$ cat src/rtl/mbm_frac_add_pipe_if.sv
// Handshake bundle for the MBM fraction adder pipeline.
// master drives operands and out_ready; slave is the adder.
interface mbm_frac_add_pipe_if #(
  parameter int N  = 8,
  parameter int KW = $clog2(N)
);
  logic          in_valid;
  logic          in_ready;
  logic [N-2:0]  x1;
  logic [N-2:0]  x2;
  logic [KW-1:0] k1;
  logic [KW-1:0] k2;
  logic          corr_en;
  logic          out_valid;
  logic          out_ready;
  logic          carry;
  logic [N-2:0]  fractional;
  logic [KW:0]   char_sum;
  logic [15:0]   sat_cnt;

  modport master (
    output in_valid, x1, x2, k1, k2, corr_en, out_ready,
    input  in_ready, out_valid, carry, fractional, char_sum, sat_cnt
  );

  modport slave (
    input  in_valid, x1, x2, k1, k2, corr_en, out_ready,
    output in_ready, out_valid, carry, fractional, char_sum, sat_cnt
  );
endinterface

$ cat src/rtl/mbm_frac_add_pipe.sv
// Two-stage Mitchell log fraction adder with MBM correction.
// S1 adds operands, S2 applies carry/correction and drives outputs.
module mbm_frac_add_pipe #(
  parameter int N  = 8,
  parameter int L  = 3,
  parameter int KW = $clog2(N)
) (
  input logic clk,
  input logic rst,
  mbm_frac_add_pipe_if.slave bus
);
  localparam logic [N-1:0] C = N'(1) << (N - 1 - L);

  logic          s1_valid;
  logic [N-1:0]  s1_s;
  logic [KW:0]   s1_k;
  logic          s1_corr;

  logic          s2_valid;
  logic          s2_carry;
  logic [N-2:0]  s2_frac;
  logic [KW:0]   s2_char;
  logic [15:0]   s2_sat;

  logic          s1_en;
  logic          s2_en;
  logic [N-1:0]  sum_in;
  logic [KW:0]   k_in;

  logic          carry_n;
  logic [N-1:0]  adj;
  logic          sat_n;
  logic [N-2:0]  frac_n;
  logic [KW:0]   char_n;

  assign s2_en  = !s2_valid || bus.out_ready;
  assign s1_en  = !s1_valid || s2_en;
  assign sum_in = {1'b0, bus.x1} + {1'b0, bus.x2};
  assign k_in   = {1'b0, bus.k1} + {1'b0, bus.k2};

  // Carry select, correction and saturation for the S1 beat.
  always_comb begin
    carry_n = s1_s[N-1];
    adj     = {1'b0, s1_s[N-2:0]} + C;
    sat_n   = 1'b0;
    frac_n  = s1_s[N-2:0];
    char_n  = s1_k + {{KW{1'b0}}, carry_n};
    if (!carry_n && s1_corr) begin
      if (adj[N-1]) begin
        sat_n  = 1'b1;
        frac_n = '1;
      end else begin
        frac_n = adj[N-2:0];
      end
    end
  end

  // S1: capture operand sums on accepted beats.
  always_ff @(posedge clk) begin
    if (rst) begin
      s1_valid <= 1'b0;
      s1_s     <= '0;
      s1_k     <= '0;
      s1_corr  <= 1'b0;
    end else if (s1_en) begin
      s1_valid <= bus.in_valid;
      if (bus.in_valid) begin
        s1_s    <= sum_in;
        s1_k    <= k_in;
        s1_corr <= bus.corr_en;
      end
    end
  end

  // S2: registered results and saturation counter.
  always_ff @(posedge clk) begin
    if (rst) begin
      s2_valid <= 1'b0;
      s2_carry <= 1'b0;
      s2_frac  <= '0;
      s2_char  <= '0;
      s2_sat   <= '0;
    end else if (s2_en) begin
      s2_valid <= s1_valid;
      if (s1_valid) begin
        s2_carry <= carry_n;
        s2_frac  <= frac_n;
        s2_char  <= char_n;
        if (sat_n && s2_sat != 16'hFFFF)
          s2_sat <= s2_sat + 16'd1;
      end
    end
  end

  assign bus.in_ready   = s1_en;
  assign bus.out_valid  = s2_valid;
  assign bus.carry      = s2_carry;
  assign bus.fractional = s2_frac;
  assign bus.char_sum   = s2_char;
  assign bus.sat_cnt    = s2_sat;
endmodule

$ cat src/flat_wrapper.sv
// flat-port wrapper written by rule: the top's interface ports become plain ports
module mbm_frac_add_pipe_flat 
#(
  parameter int N  = 8,
  parameter int L  = 3,
  parameter int KW = $clog2(N)
)
  (clk, rst, bus_in_valid, bus_x1, bus_x2, bus_k1, bus_k2, bus_corr_en, bus_out_ready, bus_in_ready, bus_out_valid, bus_carry, bus_fractional, bus_char_sum, bus_sat_cnt);
  mbm_frac_add_pipe_if #(.N(N), .KW(KW)) bus_i ();
  input logic clk;
  input logic rst;
  input wire logic [$bits(bus_i.in_valid)-1:0] bus_in_valid;
  input wire logic [$bits(bus_i.x1)-1:0] bus_x1;
  input wire logic [$bits(bus_i.x2)-1:0] bus_x2;
  input wire logic [$bits(bus_i.k1)-1:0] bus_k1;
  input wire logic [$bits(bus_i.k2)-1:0] bus_k2;
  input wire logic [$bits(bus_i.corr_en)-1:0] bus_corr_en;
  input wire logic [$bits(bus_i.out_ready)-1:0] bus_out_ready;
  output wire logic [$bits(bus_i.in_ready)-1:0] bus_in_ready;
  output wire logic [$bits(bus_i.out_valid)-1:0] bus_out_valid;
  output wire logic [$bits(bus_i.carry)-1:0] bus_carry;
  output wire logic [$bits(bus_i.fractional)-1:0] bus_fractional;
  output wire logic [$bits(bus_i.char_sum)-1:0] bus_char_sum;
  output wire logic [$bits(bus_i.sat_cnt)-1:0] bus_sat_cnt;
  assign bus_i.in_valid = bus_in_valid;
  assign bus_i.x1 = bus_x1;
  assign bus_i.x2 = bus_x2;
  assign bus_i.k1 = bus_k1;
  assign bus_i.k2 = bus_k2;
  assign bus_i.corr_en = bus_corr_en;
  assign bus_i.out_ready = bus_out_ready;
  assign bus_in_ready = bus_i.in_ready;
  assign bus_out_valid = bus_i.out_valid;
  assign bus_carry = bus_i.carry;
  assign bus_fractional = bus_i.fractional;
  assign bus_char_sum = bus_i.char_sum;
  assign bus_sat_cnt = bus_i.sat_cnt;
  mbm_frac_add_pipe #(.N(N), .L(L), .KW(KW)) u_core (.clk(clk), .rst(rst), .bus(bus_i));
endmodule
$ cat config.mk
export PLATFORM = sky130hd
export DESIGN_NAME = mbm_frac_add_pipe_flat
export DESIGN_NICKNAME = d
export VERILOG_FILES = /design/src/rtl/mbm_frac_add_pipe_if.sv /design/src/rtl/mbm_frac_add_pipe.sv /design/src/flat_wrapper.sv
export SDC_FILE = /design/constraint.sdc
export NUM_CORES = 1
export LEC_CHECK = 0
export ABC_AREA = 1
export CORE_ASPECT_RATIO = 1.1
export CORE_MARGIN = 1.5
export CORE_UTILIZATION = 54
export CTS_CLUSTER_DIAMETER = 50
export DETAILED_ROUTE_END_ITERATION = 10
export PLACE_DENSITY = 0.85
export SLEW_MARGIN = 20
export SYNTH_ARGS = -nofsm -noshare
export SYNTH_HDL_FRONTEND = slang
export SYNTH_SLANG_ARGS = --single-unit
$ cat constraint.sdc
create_clock -name clk -period 2.3 [get_ports clk]
set_input_delay 0.345 -clock clk [delete_from_list [all_inputs] [get_ports clk]]
set_output_delay 0.345 -clock clk [all_outputs]
set_load 0.005 [all_outputs]
# After elaboration in Yosys (flattened, before gate mapping)
# Index checks and enable logic that the tools add are counted.
[totals] output_inout_bits=30 register_bits=43 elab_cells=29
[classes] n_mux=4 n_eq_ne=1 reduce_logical=10 add_sub_neg=5
[ops] op="$add A16 B1 Y16 const B" n=1
[ops] op="$ne A16 B16 Y1 const B" n=1
[ops] op="$mux W7" n=2
[ops] op="$add A7 B5 Y8 const B" n=1
[ops] op="$add A7 B7 Y8" n=1
[ops] op="$add A3 B3 Y4" n=1
[ops] op="$add A4 B1 Y4" n=1
[ops] op="$reduce_and A2 Y1" n=2
[ops] op="$logic_not A1 Y1" n=3
[ops] op="$reduce_and A3 Y1" n=1
[ops] op="$logic_and A1 B1 Y1" n=2
[ops] op="$logic_or A1 B1 Y1" n=2
[ops] op="$mux W1" n=2

# Logic depth before layout (Yosys ltp)
# Gate-level depths: netlist of run 1.
[depth] word_depth=5 mapped_depth=10 mapped_depth_nobuf=10

# Worst setup path after synthesis of run 1
# No wires, ideal clock.
[synth_path] path_type="input to register" startpoint="input bus_x2[0]" endpoint="register u_core.s1_s[6]" stages=9 setup_time_ns=0.109 n_path_buf=0 required_ns=2.191 arrival_time_ns=1.484 setup_slack_ns=0.707 path_cell_list="ha_1 > inv_1 > fa_1 > o21ai_0 > nand2_1 > nand3_1 > nand3_1 > nand2_1 > inv_1"
[synth_between] elab_chain_len=1
[synth_rtl] item="start: declaration" line_no="flat_wrapper.sv:14" text="input wire logic [$bits(bus_i.x2)-1:0] bus_x2;"
[synth_rtl] item="$add A7 B7 Y8" line_no="mbm_frac_add_pipe.sv:38" text="assign sum_in = {1'b0, bus.x1} + {1'b0, bus.x2};"
[synth_rtl] item="end signal: assignment" line_no="mbm_frac_add_pipe.sv:68" text="s1_s <= sum_in;"
[synth_rtl] item="end: declaration" line_no="mbm_frac_add_pipe.sv:15" text="logic [N-1:0] s1_s;"
# Every way passes these cells.
# A chain may end at the register's enable or synchronous reset.

# Final worst setup path of run 1
# Same ends and word-level chain as after synthesis.

==> results_dict.tcl, run 1 <==
set metrics [dict create \
    ir_drop_v 0.0003129 \
    detail_route.wl_per_cell_um 11.78 \
    vias 2299 \
    rsz0062_at_grt "no" \
    yosysSeqAreaShare_pct 36.36 \
    syn_avg_cell_area_um2 7.262 \
    vias_per_cell 5.273 \
    gp_congestion 0.8194 \
    slew_headroom_pct 52.57 \
    cp.arrival_ns 2.08 \
    critPathRequiredTime_ns 2.50 \
    layout.nets 422 \
    pwr-share-seq_pct 51.2 \
    crit_type "input pin to flip-flop" \
    cts_made_buffers 5 \
    path_clk_slew_ns 0.08 \
    r2r_slack_ns 0.58 \
    grt_pass1_wl_um 8956 \
    slowest_stage "clkdlybuf4s50_1" \
    start_util_pct 55.65 \
    min_period_ns 1.880 \
    ys_types 26 \
    rows 25 \
    power_switching_mw 0.3888 \
    final.period_utilization_pct 81.75 \
    drt-pass1-iter-count 4 \
    setup_slack_ns 0.4197 \
    hold_class "flip-flop to flip-flop" \
    startpoint_type "input pin" \
    synth_nets 367 \
    cts_tree "yes" \
    p_comb_share_pct 15.7 \
    grt_use_total_pct 23.80 \
    met2_usage_pct 43.44 \
    leakagePower_nw 1.258 \
    slowest_delay_ns 0.46 \
    drive_gt1_share_pct 6.283 \
    drv_slew 0 \
    grt-ovfl-total 0 \
    tns_ns 0 \
    synth_top_area_share_pct 36.36 \
    die_h_um 72.44 \
    cts_sinks 43 \
    status "completed" \
    ys_ff_latch 43 \
    cts_resized 0 \
    cts-htree-levels 2 \
    nFillCells 377 \
    postCtsSetupBuffers 0 \
    io_pins 55 \
    final_common_cell "nand2_1" \
    ctsRootBufferMaster "clkbuf_8" \
    syn_area_um2 2367 \
    clk_path_buf_depth 2 \
    most-common-layout-cells "nand2_1 (74), clkdlybuf4s50_1 (54), dfxtp_1 (43)" \
    clk_latency_ns 0.29 \
    pre_cts_ws_ns 0.08986 \
    setup.worst_path.end_class "flip-flop" \
    portBuffers 54 \
    skew_ns 0.007269 \
    grt_max_degree 24 \
    grtUsageMet1_pct 25.90 \
    dieArea_um2 4790 \
    die_w_um 66.13 \
    syn_to_final_growth_pct 28.59 \
    totalWireLength_um 5135 \
    drc 0 \
    top_usage_layer "met2" \
    power_density_nw_per_um2 516.2 \
    internal_power_mw 1.183 \
    clockPowerShare_pct 33.1 \
    crit_chain "clkdlybuf4s50_1 > ha_1 > inv_1 > fa_1 > o21ai_0 > nand2_1 > nand3_1 > nand3_1 > nand2_1 > inv_1" \
    fmax_mhz 531.8 \
    synthCells 326 \
    core_area_um2 4254 \
    holdBufCountCts 0 \
    grtUsageMet3_pct 5.271 \
    swShare_pct 24.74 \
    maxCapViolations 0 \
    ant_nets 0 \
    antenna_found_initial 0 \
    critPathMaxFanout 2 \
    dp_hpwl_um 3931 \
    drtIter0Drc 230 \
    yosys.area.top_type "dfxtp_1" \
    yosys_warnings 0 \
    worstMarginPinSlew_ns 0.7041 \
    synth_area_leaders "dfxtp_1 (36%), nand2_1 (12%), ha_1 (7.4%)" \
    setup_viol 0 \
    diodes 0 \
    hold_viol_final 0 \
    grt_pass1_vias 2163 \
]
==> per-stage QoR <==
| stage | util, % | instances | hold slack, ns | cell area [um2] | power [mW] |
|---|---|---|---|---|---|
| 6_report | 71.56 | 436 | 0.4745 | 3044 | 1.571 |
| 4_1_cts | 71.56 | 436 | 0.4788 | 3044 | 1.586 |
| 5_1_grt | 71.56 | 436 | 0.5092 | 3044 | 1.650 |
| 3_3_place_gp | 69.21 | 428 | 0.4599 | 2944 | 1.059 |
| 2_1_floorplan | - | 326 | 0.4442 | 2367 | 0.9571 |
| 3_5_place_dp | 69.21 | 428 | 0.4670 | 2944 | 1.069 |
==> final timing paths <==
kind | start | to | cells after the start
setup / recovery | bus_x2[0] | u_core.s1_s[6] | 10
hold / removal | u_core.s1_corr | u_core.s1_corr | 2
setup reg to reg | u_core.bus.sat_cnt[0] | u_core.bus.sat_cnt[14] | 7
hold reg to reg | u_core.s1_corr | u_core.s1_corr | 2
==> metal layers <==
metal  wire length, um  vias up
met5                 0        -
met3               289       13
met4               107        0
met1              2073     1037
met2              2665       71
li1                  -     1178
==> critical path, delay by kind of cell <==
kind	cells	cell delay, ns
buf+inv	3	0.54
simple gates	4	0.33
compound gates	1	0.29
fa+ha+maj	2	0.56
==> sequential cells by signal, summed over array words and instances (netlist names) <==
signal                 count
u_core.bus.carry           1
u_core.bus.char_sum        4
u_core.bus.fractional      7
u_core.bus.out_valid       1
u_core.bus.sat_cnt        16
u_core.s1_corr             1
u_core.s1_k                4
u_core.s1_s                8
u_core.s1_valid            1
==> power by group through the flow <==
stage	registers [mW]	clock network, mW	logic [mW]
final	0.805	0.520	0.246
after global routing	0.810	0.560	0.280
after CTS	0.805	0.532	0.249
after detailed placement	0.822	0	0.247
after global placement	0.821	0	0.238
after floorplan	0.819	0	0.138
==> cell families after synthesis <==
logic type	after synthesis	synth area share, %
adders and majority gates	16	9.091
buffers and inverters	48	8.298
xor gates and xnor gates	12	4.440
and+or+nand+nor	143	26.22
AOI/OAI and AO/OA	64	15.59
DFF	43	36.36
==> layout make-up <==
| cell class | instances | area [um2] | area share, % |
|---|---|---|---|
| multi-input cells | 235 | 1310 | 43.03 |
| flip-flops and latches | 43 | 860.8 | 28.28 |
| repair buffers | 56 | 555.5 | 18.25 |
| inverters | 40 | 150.1 | 4.932 |
| clock buffers | 8 | 100.1 | 3.288 |
| well taps | 54 | 67.56 | 2.219 |
==> cells in the mapped netlist <==
master,n
buf_6,2
ha_1,14
nor2_4,3
nand4_1,6
xor2_1,8
o211ai_1,2
inv_2,3
nor2_2,3
a21oi_1,29
dfxtp_1,43
nand3_2,1
nand2_1,74
a21oi_2,1
o21bai_4,1
nand3_1,20
nor2_1,33
inv_1,37
clkbuf_1,5
o21ai_0,22
o221ai_1,5
a211oi_1,2
a31oi_1,2
buf_2,1
nand2_2,3
fa_1,2
xnor2_1,4
Note: power is estimated with default switching activity, not from simulation.
==> inputs of run 2 (changes only) <==
--- a/config.mk
+++ b/config.mk
@@ -8,10 +8,10 @@
 export ABC_AREA = 1
 export CORE_ASPECT_RATIO = 1.1
 export CORE_MARGIN = 1.5
-export CORE_UTILIZATION = 54
+export CORE_UTILIZATION = 50
 export CTS_CLUSTER_DIAMETER = 50
 export DETAILED_ROUTE_END_ITERATION = 10
-export PLACE_DENSITY = 0.85
+export PLACE_DENSITY = 0.8
 export SLEW_MARGIN = 20
 export SYNTH_ARGS = -nofsm -noshare
 export SYNTH_HDL_FRONTEND = slang
==> constraint.sdc (replaced) <==
create_clock -name clk -period 1.75 [get_ports clk]
set_input_delay 0.2625 -clock clk [delete_from_list [all_inputs] [get_ports clk]]
set_output_delay 0.2625 -clock clk [all_outputs]
set_load 0.005 [all_outputs]
==> run 2 against run 1 <==
  * Combinational power increased by 39%
  * Sequential share of layout area decreased by 0.87 points
  * Largest power group unchanged
  * Die area increased by 7.6%
  * Sequential cell count unchanged
==> results_dict.tcl, run 2 (synthesized netlist as in run 1, its figures left out) <==
set metrics [dict create \
    maxCapViolations 0 \
    diodes 0 \
    cts-htree-levels 2 \
    status "completed" \
    vias 2320 \
    startpoint_type "input pin" \
    finish.utilization_pct 68.47 \
    final.period_utilization_pct 96.93 \
    crit_chain "clkdlybuf4s50_1 > nor2_4 > nand2_2 > clkdlybuf4s50_1" \
    slowest_delay_ns 0.45 \
    path_buf_inv 2 \
    dpl_cell_area_um2 3049 \
    fmax_mhz 589.5 \
    cts_tree "yes" \
    worst-path-stages 4 \
    r2r_end "u_core.bus.sat_cnt[0]" \
    drc 0 \
    hold_start "u_core.s1_corr" \
    pre_cts_ws_ns -0.3406 \
    core_area_um2 4587 \
    setup_viol 0 \
    most-common-layout-cells "nand2_1 (73), clkdlybuf4s50_1 (54), dfxtp_1 (43)" \
    totalWireLength_um 5354 \
    dp_hpwl_um 4057 \
    dieArea_um2 5157 \
    die_h_um 75.17 \
    r2r_slack_ns 0.11 \
    setup.worst_path.end_class "output pin" \
    hold_viol_final 0 \
    gp_congestion 0.8710 \
    fin_area_um2 3141 \
    total_power_mw 2.015 \
    path_delay_family "buffers and inverters" \
    place_inst 442 \
    nFillCells 408 \
    holdPathEnd "u_core.s1_corr" \
    met2_usage_pct 43.59 \
    tns_ns 0 \
    start_util_pct 51.61 \
    power_density_nw_per_um2 641.7 \
    holdPathStages 2 \
    ir_drop_v 0.0003442 \
    top_usage_layer "met2" \
    path_clk_slew_ns 0.08 \
    drt-pass1-iter-count 4 \
    grtUsageMet3_pct 4.634 \
    largest_reg_flops 16 \
    ant_nets 0 \
    slew_headroom_pct 59.91 \
    crit_type "input pin to output pin" \
    ctsRootBufferMaster "clkbuf_8" \
    detail_route.wl_per_cell_um 11.90 \
    rsz0062_at_grt "no" \
    grt_pass1_wl_um 8818 \
    seqCellArea_um2 860.8 \
    worstMarginPinSlew_ns 0.5950 \
    cts_made_buffers 5 \
    cp.arrival_ns 1.43 \
    final_common_cell "nand2_1" \
    leakagePower_nw 1.314 \
    clk_path_buf_depth 2 \
    clk_latency_ns 0.29 \
    vias_per_cell 5.156 \
    rows 26 \
    critPathMaxFanout 3 \
    multi_input_area_um2 1316 \
    skew_ns 0.005053 \
    die_w_um 68.61 \
    grt_max_degree 21 \
    drive_gt1_share_pct 9.645 \
    min_period_ns 1.696 \
    grtUsageMet1_pct 23.54 \
    setup_slack_ns 0.05378 \
    fin_cells 450 \
    postCtsSetupBuffers 0 \
    holdBufCountCts 0 \
    portBuffers 54 \
    whs_ns 0.4873 \
    hold_class "flip-flop to flip-flop" \
    cp_common_cell "clkdlybuf4s50_1" \
    layout.nets 434 \
    antenna_found_initial 0 \
    drtIter0Drc 149 \
    r2r-start "u_core.bus.sat_cnt[1]" \
    critPathRequiredTime_ns 1.49 \
    ff2ff_path_depth 9 \
    slowest_stage "clkdlybuf4s50_1" \
    syn_to_final_growth_pct 32.66 \
    io_pins 55 \
    grt_use_total_pct 22.63 \
    grt-ovfl-total 0 \
    cts_sinks 43 \
    grt_pass1_vias 2143 \
    drv_slew 0 \
]
==> run 2: where the power goes <==
group | internal [mW] | leakage [nW] | switching, mW
logic | 0.180 | 0.920 | 0.161
registers | 1.03 | 0.352 | 0.0310
clock network | 0.279 | 0.0412 | 0.337
==> run 2: timing repair <==
action                     CTS  global route
setup endpoints to repair    1             2
pin swaps                    0             1
resized for setup            1             2
==> run 2: layout make-up <==
type	instances	area share (%)
Sequential cell	43	27.41
Multi-Input combinational cell	235	41.91
Inverter	40	4.781
Timing Repair Buffer	68	20.96
Clock inverter	2	0.3984
Clock buffer	6	2.311
Tap cell	56	2.231
==> run 2: worst min-delay path: stages, from the launching register on <==
cell	delay, ns
dfxtp_1	0.32
inv_1	0.07
a21oi_1	0.06
==> run 2: metal layers <==
metal / part of all wire, % / vias up
li1: - / 1200
met5: 0 / -
met4: 1.7 / 0
met3: 4.1 / 8
met1: 40 / 1057
met2: 54 / 55
==> run 2: how the worst max path moves through the flow <==
stage             startpoint        endpoint  slack [ns]
6_report       bus_out_ready    bus_in_ready        0.05
5_1_grt        bus_out_ready    bus_in_ready      0.0007
4_1_cts        bus_out_ready    bus_in_ready        0.01
3_5_place_dp       bus_x2[0]  u_core.s1_s[6]       -0.34
3_3_place_gp       bus_x2[0]  u_core.s1_s[6]       -0.30
2_1_floorplan      bus_x2[0]  u_core.s1_s[6]        0.24
==> inputs of run 3 (changes only) <==
==> constraint.sdc (replaced) <==
create_clock -name clk -period 1.75 [get_ports clk]
set_input_delay 0.175 -clock clk [delete_from_list [all_inputs] [get_ports clk]]
set_output_delay 0.175 -clock clk [all_outputs]
set_load 0.005 [all_outputs]
==> run 3 against run 2 <==
  * First-iteration DRC count fell by 35%
  * Core utilization rose by 0.055 points
  * Combinational power fell by 1%
  * Sequential cell count did not move
  * Largest cell class unchanged
  * Via count fell by 0.22%
  * Count of clock-buffer cells in the layout did not move
  * Sequential power barely moved
  * Die area did not move
  * Highest routed layer unchanged
  * Global-route usage fell by 0.64 points
==> results_dict.tcl, run 3 (synthesized netlist as in run 1, its figures left out) <==
set metrics [dict create \
    syn_to_final_growth_pct 32.77 \
    slew_headroom_pct 55.38 \
    critPathRequiredTime_ns 1.93 \
    drive_gt1_share_pct 9.620 \
    drv_slew 0 \
    dieArea_um2 5157 \
    hold_start "u_core.s1_corr" \
    r2r-start "u_core.bus.sat_cnt[1]" \
    ir_drop_v 0.0004031 \
    min_period_ns 1.647 \
    startpoint_type "flip-flop" \
    path_clk_slew_ns 0.08 \
    vias_per_cell 5.133 \
    vias 2315 \
    fin_cells 451 \
    core_area_um2 4587 \
    largest_reg_flops 16 \
    portBuffers 54 \
    skew_ns 0.007189 \
    clk_latency_ns 0.29 \
    diodes 0 \
    cts-htree-levels 2 \
    hold_viol_final 0 \
    setup.worst_path.end_class "flip-flop" \
    cts_sinks 43 \
    io_pins 55 \
    final_common_cell "nand2_1" \
    hold_class "flip-flop to flip-flop" \
    drc 0 \
    totalWireLength_um 5173 \
    grt_max_degree 19 \
    critPathMaxFanout 18 \
    detail_route.wl_per_cell_um 11.47 \
    power_switching_mw 0.5256 \
    finish.utilization_pct 68.52 \
    gp_congestion 0.8759 \
    rsz0062_at_grt "no" \
    grt_use_total_pct 21.99 \
    cp.arrival_ns 1.83 \
    final.period_utilization_pct 94.09 \
    rows 26 \
    power_density_nw_per_um2 639.7 \
    grt_pass1_vias 2111 \
    drtIter0Drc 97 \
    layout.nets 435 \
    dpl_cell_area_um2 3037 \
    cts_tree "yes" \
    holdBufCountCts 0 \
    die_h_um 75.17 \
    swShare_pct 26.14 \
    ctsRootBufferMaster "clkbuf_8" \
    cp-startpoint "u_core.bus.sat_cnt[1]" \
    internal_power_mw 1.485 \
    clk_path_buf_depth 2 \
    pwr-share-seq_pct 52.6 \
    grt_pass1_wl_um 8735 \
    antenna_found_initial 0 \
    place_inst 442 \
    leakagePower_nw 1.319 \
    fmax_mhz 607.3 \
    p_comb_share_pct 16.8 \
    setup_viol 0 \
    drt-pass1-iter-count 4 \
    worstMarginPinSlew_ns 0.6623 \
    ant_nets 0 \
    most-common-layout-cells "nand2_1 (74), clkdlybuf4s50_1 (54), dfxtp_1 (42)" \
    grt-ovfl-total 0 \
    start_util_pct 51.61 \
    status "completed" \
    tns_ns 0 \
    dp_hpwl_um 4040 \
    die_w_um 68.61 \
    clockPowerShare_pct 30.6 \
    cts_made_buffers 5 \
    maxCapViolations 0 \
    crit_type "flip-flop to flip-flop" \
    fin_area_um2 3143 \
]
==> run 3: critical path, cell delays in order, from the launching register on <==
cell and delay, ns:
dfxtp_1 0.42, ha_1 0.22, nand3_2 0.12, inv_2 0.10, nand2_2 0.09, nor2_2 0.16, nor2_4 0.06, buf_12 0.14
nand2_1 0.06, nand2_1 0.05, nand2_1 0.06, nor2_1 0.04
==> run 3: power groups by stage <==
stage                     logic, mW  registers (mW)  clock network [mW]
final                         0.338            1.06               0.615
after global routing          0.387            1.06               0.664
after CTS                     0.341            1.06               0.631
after floorplan               0.182            1.08                   0
after detailed placement      0.339            1.08                   0
after global placement        0.329            1.08                   0
==> run 3: what timing repair did <==
item / CTS / global route
gates resized for setup: 0 / 2
buffers inserted: 0 / 1
setup endpoints to repair: 0 / 5
==> run 3: area by class of cell <==
type,instances,area [um2]
Clock buffer,6,72.57
Clock inverter,2,12.51
Fill cell,411,1444
Inverter,40,150.1
Multi-Input combinational cell,235,1310
Sequential cell,43,862.1
Tap cell,56,70.07
Timing Repair Buffer,69,665.6
==> run 3: routing by layer <==
| layer | GRT usage, % | share of wire [%] | vias up |
|---|---|---|---|
| met3 | 4.335 | 3.4 | 7 |
| met4 | 6.222 | 1.6 | 0 |
| met5 | 0 | 0 | - |
| met2 | 41.77 | 53 | 52 |
| li1 | - | - | 1204 |
| met1 | 24.30 | 42 | 1052 |
==> run 3: worst paths after layout <==
kind,depth (start not counted),end,slack (ns)
setup / recovery,11,u_core.bus.sat_cnt[8],0.10
hold / removal,2,u_core.s1_corr,0.47
setup reg to reg,11,u_core.bus.sat_cnt[8],0.10
hold reg to reg,2,u_core.s1_corr,0.47
==> run 3: through the flow <==
step                      power (mW)  hold slack (ns)  setup slack, ns
final                          2.010           0.4687           0.1034
after global routing           2.116           0.5123         0.001378
after CTS                      2.030           0.4674          0.03636
after detailed placement       1.420           0.4553          -0.2780
after global placement         1.409           0.4608          -0.2139
after floorplan                1.258           0.3640           0.2403
